`config.mk`:
```
export PLATFORM = sky130hd
export DESIGN_NAME = alu_wide_sequencer
export DESIGN_NICKNAME = d
export VERILOG_FILES = /design/src/rtl/alu_wide_sequencer.sv
export SDC_FILE = /design/constraint.sdc
export NUM_CORES = 1
export LEC_CHECK = 0
export CAP_MARGIN = 20
export CORE_ASPECT_RATIO = 1.4
export CORE_MARGIN = 2
export CORE_UTILIZATION = 35
export DETAILED_ROUTE_END_ITERATION = 10
export GPL_ROUTABILITY_DRIVEN = 0
export GPL_TIMING_DRIVEN = 0
export PLACE_DENSITY = 0.69
export RECOVER_POWER = 25
export SLEW_MARGIN = 15
export SYNTH_ARGS = -nofsm -noshare
export SYNTH_HDL_FRONTEND = slang
export SYNTH_SLANG_ARGS = --single-unit
```
`constraint.sdc`:
```
create_clock -name clk -period 1.4 [get_ports clk]
set_clock_uncertainty 0.05 [all_clocks]
set_input_delay 0.21 -clock clk [delete_from_list [all_inputs] [get_ports clk]]
set_output_delay 0.21 -clock clk [all_outputs]
set_load 0.02 [all_outputs]
```
`src/rtl/alu_wide_sequencer.sv`:
```
// Runs a wide add/logic command through a 16-bit combinational ALU, one word per cycle
// starting with the least significant word, and returns the assembled wide result.
module alu_wide_sequencer #(
  parameter int N_WORDS = 2,
  localparam int W = 16 * N_WORDS
) (
  input  logic          clk,
  input  logic          rst,
  input  logic          CmdValid,
  output logic          CmdReady,
  input  logic [W-1:0]  CmdA,
  input  logic [W-1:0]  CmdB,
  input  logic [3:0]    CmdSel,
  input  logic          CmdMode,
  input  logic          CmdCIn,
  output logic [15:0]   AluA,
  output logic [15:0]   AluB,
  output logic [3:0]    AluSel,
  output logic          AluMode,
  output logic          AluCIn,
  input  logic [15:0]   AluOut,
  input  logic          AluCOut,
  input  logic          AluCmp,
  output logic          RspValid,
  input  logic          RspReady,
  output logic [W-1:0]  RspData,
  output logic          RspCOut,
  output logic          RspEq
);

  localparam int IW = (N_WORDS > 1) ? $clog2(N_WORDS) : 1;
  localparam logic [IW-1:0] LAST = IW'(N_WORDS - 1);

  typedef enum logic [1:0] {IDLE, RUN, DONE} state_e;

  state_e                   state_q, state_d;
  logic [IW-1:0]            idx_q, idx_d;
  logic [N_WORDS-1:0][15:0] a_q, a_d, b_q, b_d, res_q, res_d;
  logic [3:0]               sel_q, sel_d;
  logic                     mode_q, mode_d;
  logic                     carry_q, carry_d;
  logic                     eq_q, eq_d;
  logic                     rsp_cout_q, rsp_cout_d;

  always_ff @(posedge clk) begin
    // NOTE: state updates use non-blocking assignments so every register samples
    // pre-edge values; the reset clears everything, including the operand words.
    if (rst) begin
      state_q    <= IDLE;
      idx_q      <= '0;
      a_q        <= '0;
      b_q        <= '0;
      res_q      <= '0;
      sel_q      <= '0;
      mode_q     <= 1'b0;
      carry_q    <= 1'b0;
      eq_q       <= 1'b0;
      rsp_cout_q <= 1'b0;
    end else begin
      state_q    <= state_d;
      idx_q      <= idx_d;
      a_q        <= a_d;
      b_q        <= b_d;
      res_q      <= res_d;
      sel_q      <= sel_d;
      mode_q     <= mode_d;
      carry_q    <= carry_d;
      eq_q       <= eq_d;
      rsp_cout_q <= rsp_cout_d;
    end
  end

  always_comb begin
    // NOTE: every signal driven here gets a default first, so no path infers a latch.
    state_d    = state_q;
    idx_d      = idx_q;
    a_d        = a_q;
    b_d        = b_q;
    res_d      = res_q;
    sel_d      = sel_q;
    mode_d     = mode_q;
    carry_d    = carry_q;
    eq_d       = eq_q;
    rsp_cout_d = rsp_cout_q;
    AluA       = '0;
    AluB       = '0;
    AluSel     = '0;
    AluMode    = 1'b0;
    AluCIn     = 1'b0;

    unique case (state_q)
      IDLE: begin
        if (CmdValid) begin
          a_d     = CmdA;
          b_d     = CmdB;
          sel_d   = CmdSel;
          mode_d  = CmdMode;
          carry_d = CmdCIn;
          eq_d    = 1'b1;
          idx_d   = '0;
          state_d = RUN;
        end
      end
      RUN: begin
        AluA         = a_q[idx_q];
        AluB         = b_q[idx_q];
        AluSel       = sel_q;
        AluMode      = mode_q;
        AluCIn       = carry_q;
        res_d[idx_q] = AluOut;
        carry_d      = AluCOut;
        eq_d         = eq_q & AluCmp;
        // The index wraps to zero on the last word so it never leaves 0..N_WORDS-1.
        if (idx_q == LAST) begin
          idx_d      = '0;
          rsp_cout_d = AluCOut;
          state_d    = DONE;
        end else begin
          idx_d = idx_q + 1'b1;
        end
      end
      DONE: begin
        if (RspReady) state_d = IDLE;
      end
      default: state_d = IDLE;
    endcase
  end

  assign CmdReady = (state_q == IDLE);
  assign RspValid = (state_q == DONE);
  assign RspData  = res_q;
  assign RspCOut  = rsp_cout_q;
  assign RspEq    = eq_q;

endmodule

```
After elaboration in Yosys (flattened, before gate mapping)
Cells that the tools add are included.
- add/subtract/negate cells: 1
- magnitude comparators: 2
- equal/unequal tests: 5
- muxes and demuxes: 23
- bitwise logic cells: 1
- reduce and logical (&&, ||, !) cells: 7
- operators by type and width (kind ; count):
    2-to-1 mux 16 bit ; 7
    bitwise mux 32 bit ; 1
    demux 16 bit (select 1 bit) ; 1
    2-to-1 mux 1 bit ; 6
    2-to-1 mux 2 bit ; 3
    one-hot mux 1 bit (2 select lines) ; 3
    one-hot mux 2 bit (3 select lines) ; 1
    AND reduction 2 bit ; 3
    2-to-1 mux 4 bit ; 1
    inequality test 2 bit (second input constant) ; 2
    AND reduction 3 bit ; 1
    equality test 2 x 1 -> 1 bit (second input constant) ; 1
    equality test 2 bit (second input constant) ; 1
    zero test 2 bit ; 1
    less-than comparator 1 x 2 -> 1 bit (second input constant) ; 1
    inequality test 2 x 1 -> 1 bit (second input constant) ; 1
    nonzero test 2 bit ; 1
    adder 1 bit (second input constant) ; 1
    bitwise AND 1 bit ; 1
    greater-or-equal comparator 1 bit (second input constant) ; 1
    logical AND 1 bit ; 1
- flip-flop bits (word level): 107
- bits of input ports: 92
- output and inout port bits: 74
- logic and storage cells: 52

Longest topological paths before layout
- word-level depth: 5
- gate-level depth with buffers: 6
- depth with buffers taken out: 3

Least setup slack after synthesis
Ideal clock, no wire load.
- path type: reg2out
- start point: reg state_q[1]
- end point: out AluA[0]
- arrival time: 1.181 ns
- required time: 1.140 ns
- setup slack: -0.041 ns
- stages on the path, launching flop included: 6
- path buffers: 3
- cells stage by stage: dfxtp_1 buf_6 nand2b_1 buf_2 clkbuf_1 nor2_1
- word-level cells in the longest chain between the ends: 2
- RTL lines (element ; line ; RTL):
    start: declaration ; 36 ; state_e state_q, state_d;
    start signal: assignment ; 60 ; state_q <= state_d;
    equality test 2 x 1 -> 1 bit ; 91 ; unique case (state_q)
    2-to-1 mux 16 bit ; 91 ;
    end: declaration ; 16 ; output logic [15:0] AluA,
No other way between the ends.

Final worst setup path
- start point: reg idx_q
- end point: out AluB[4]
- word-level cells in the longest chain between the ends: 3
- RTL lines (element ; line ; RTL):
    start: declaration ; 37 ; logic [IW-1:0] idx_q, idx_d;
    start signal: assignment ; 61 ; idx_q <= idx_d;
    2-to-1 mux 16 bit (implied by the code) (2 in a row) ; 106 ; AluB = b_q[idx_q];
    2-to-1 mux 16 bit ; 91 ;
    end: declaration ; 17 ; output logic [15:0] AluB,
No other way between the ends. The select of a mux whose other input is x is not followed.

==> impl_metrics.tcl <==
set metrics [dict create \
    cap_violations 0 \
    path_clk_slew_ns 0.07 \
    synth_area_sq_um 4330 \
    end_kind "primary output" \
    cp-start-kind "register" \
    leakagePower_nw 3.63 \
    r2r_slack_ns -0.35 \
    gr-total-overflow 0 \
    synth-seq-area-share_pct 49.5 \
    synthAdderAreaFrac_pct 0 \
    synth_cell_type_count 22 \
    timing.rr.start "state_q[1]" \
    final_common_cell "dfxtp_1" \
    relSlewSlack_pct 42.9 \
    postCtsHoldBufs 0 \
    wl_mm 19.4 \
    synth-compound-area-share_pct 14.5 \
    final_cell_mix "dfxtp_1 (104), a21oi_2 (95), nand2_1 (91)" \
    syn2layout_area_growth_pct 110 \
    drt_drc_violations_left 0 \
    clk_latency_ns 0.35 \
    row_count 48 \
    fin_nets 859 \
    synth.avg_cell_area_sq_um 7.87 \
    grt_pass1_wl_mm 25.8 \
    cts_buffer_depth 2 \
    synth-seq-cells 107 \
    cts_root_buf "clkbuf_16" \
    top_level_ports 166 \
    min_from "rst" \
    path_class "register to primary output" \
    hold_end "b_q[7]" \
    dieArea_sq_um 13300 \
    violations "negative setup slack" \
    cp.arrival_ns 1.55 \
    cts_tree "done" \
    fmax_ghz 0.551 \
    via_count 4914 \
    power_mw 8.79 \
    drtPass1Iterations 4 \
    hold_depth 2 \
    grt_pass1_vias 4988 \
    drt_iter0_markers 175 \
    ant_nets 0 \
    status "complete, but fails checks" \
    grtUsageTotal_pct 25.2 \
    dp_hpwl_mm 10.2 \
    rsz0062_at_grt "yes" \
    grt_max_degree 18 \
    drive_gt1_share_pct 53.0 \
    core-area_sq_um 12200 \
    synth_xor_area_share_pct 0 \
    slew_violations 0 \
    rr_endpoint "a_q[25]" \
    cts_buffers 9 \
    cts.sinks 107 \
    num_antenna_cells 0 \
    post_drt_wl_per_cell_um 21.0 \
    tightest_slew_ns 0.856 \
    worstPathMaxFanout 10 \
    dpl-instance-area_sq_um 6160 \
    worstPathRequired_ns 1.14 \
    fin_crit_sh_pct 130 \
    synth_simple_gate_area_share_pct 22.3 \
    rr_worst_depth 8 \
    die_w_um 98.0 \
    worst_ir_drop_vdd_mv 0.575 \
    finalSetupViolations 146 \
    die_h_um 136 \
    p_per_area_nw_per_um2 967 \
    setup_tns_ns -35.66 \
    synth_top_family_by_area "simple AND/OR/NAND/NOR gates" \
    period_needed_ns 1.81 \
    hold_viol_final 0 \
    synth_fp_nets 642 \
    avgViaCountPerCell 5.34 \
    final_util_pct 74.5 \
    yosysWarnings 0 \
    synth_cells 550 \
    port_buffers 164 \
    h-tree-depth 3 \
    hold_path.class "input pin to register" \
    start_util_pct 35.5 \
    finalWorstSetupSlack_ns -0.414 \
    muxShareOfSynthArea_pct 7.40 \
    fin_area_sq_um 9090 \
    antenna_found_initial 0 \
]
[timing repair]
| item | CTS | global route |
|---|---|---|
| gates cloned | 15 | 7 |
| pin swaps | 133 | 48 |
| gates resized for setup | 608 | 208 |
| endpoints found under the setup margin | 160 | 143 |
| setup buffers | 21 | 3 |
[synth_stat cells]
cell | n | area (sq um)
nand2_1 | 188 | 706
dfxtp_1 | 107 | 2140
a21oi_1 | 105 | 526
nor2_1 | 39 | 146
mux2i_1 | 32 | 320
o21ai_0 | 17 | 85.1
buf_2 | 16 | 80.1
clkbuf_1 | 16 | 60.1
buf_6 | 9 | 101
and2_1 | 5 | 31.3
buf_4 | 3 | 22.5
nand2b_1 | 2 | 12.5
nor2b_1 | 2 | 12.5
a2111oi_1 | 1 | 10.0
and3b_1 | 1 | 8.76
clkbuf_2 | 1 | 5.00
inv_1 | 1 | 3.75
nand3b_1 | 1 | 7.51
nor3b_2 | 1 | 12.5
nor3b_4 | 1 | 18.8
o21bai_1 | 1 | 7.51
or3b_1 | 1 | 8.76
[worst max-delay path by stage]
stage / endpoint / start / cells after the start / slack, ns
finish: AluB[4] / idx_q / 5 / -0.41
floorplan: AluA[0] / state_q[1] / 5 / -0.04
global placement: AluA[1] / state_q[1] / 6 / -0.77
CTS: AluA[14] / idx_q / 6 / -0.36
global route: AluB[4] / idx_q / 5 / -0.45
detailed placement: AluA[1] / state_q[1] / 6 / -0.78
[routing by layer]
layer  global-route usage, %  vias up  part of all wire (%)
li1                        -     2237                     -
met1                    27.2     2395                    35
met2                    44.7      207                    54
met3                    5.11       75                   5.4
met4                    15.7        0                   5.6
met5                       0        -                     0
[cell type report]
cell class	instances	area, sq um
buffer	42	536
clock inverter	5	77.6
clock buffer	10	239
sequential	107	2150
inverter	1	3.75
fill	762	3100
tap	150	188
multi-input combinational	397	3530
timing repair buffer	209	2370
[cells by family (layout without fill, tap and decap cells)]
kind of cell           Yosys count  after routing
and+or+nand+nor                241            241
AOI/OAI and AO/OA              124            124
DFF                            107            107
buffers and inverters           46            267
muxes                           32             32
[state kept, by name, summed over array words and instances (netlist names)]
name and count:
carry_q 1, state_q 2, RspData 32, idx_q 1, sel_q 4, b_q 32, mode_q 1, RspEq 1
a_q 32, RspCOut 1
[critical path: stages, from the launching register on]
cell	delay, ns
dfxtp_2	0.33
buf_6	0.13
buf_8	0.23
mux2i_2	0.32
nor2_4	0.05
buf_6	0.13
[stage by stage]
step,hold WS [ns],worst slack [ns],cells
2_1_floorplan,0.296,-0.0409,550
3_3_place_gp,0.389,-0.774,864
3_5_place_dp,0.393,-0.785,864
5_1_grt,0.260,-0.451,921
6_report,0.246,-0.414,921
4_1_cts,0.353,-0.361,914
[report_power, final]
group | total [mW] | internal, mW | switching [mW]
registers | 3.45 | 3.23 | 0.224
clock network | 2.75 | 1.60 | 1.15
logic | 2.59 | 1.32 | 1.26
total | 8.79 | 6.15 | 2.64
Power figures use the tool's default switching activity.
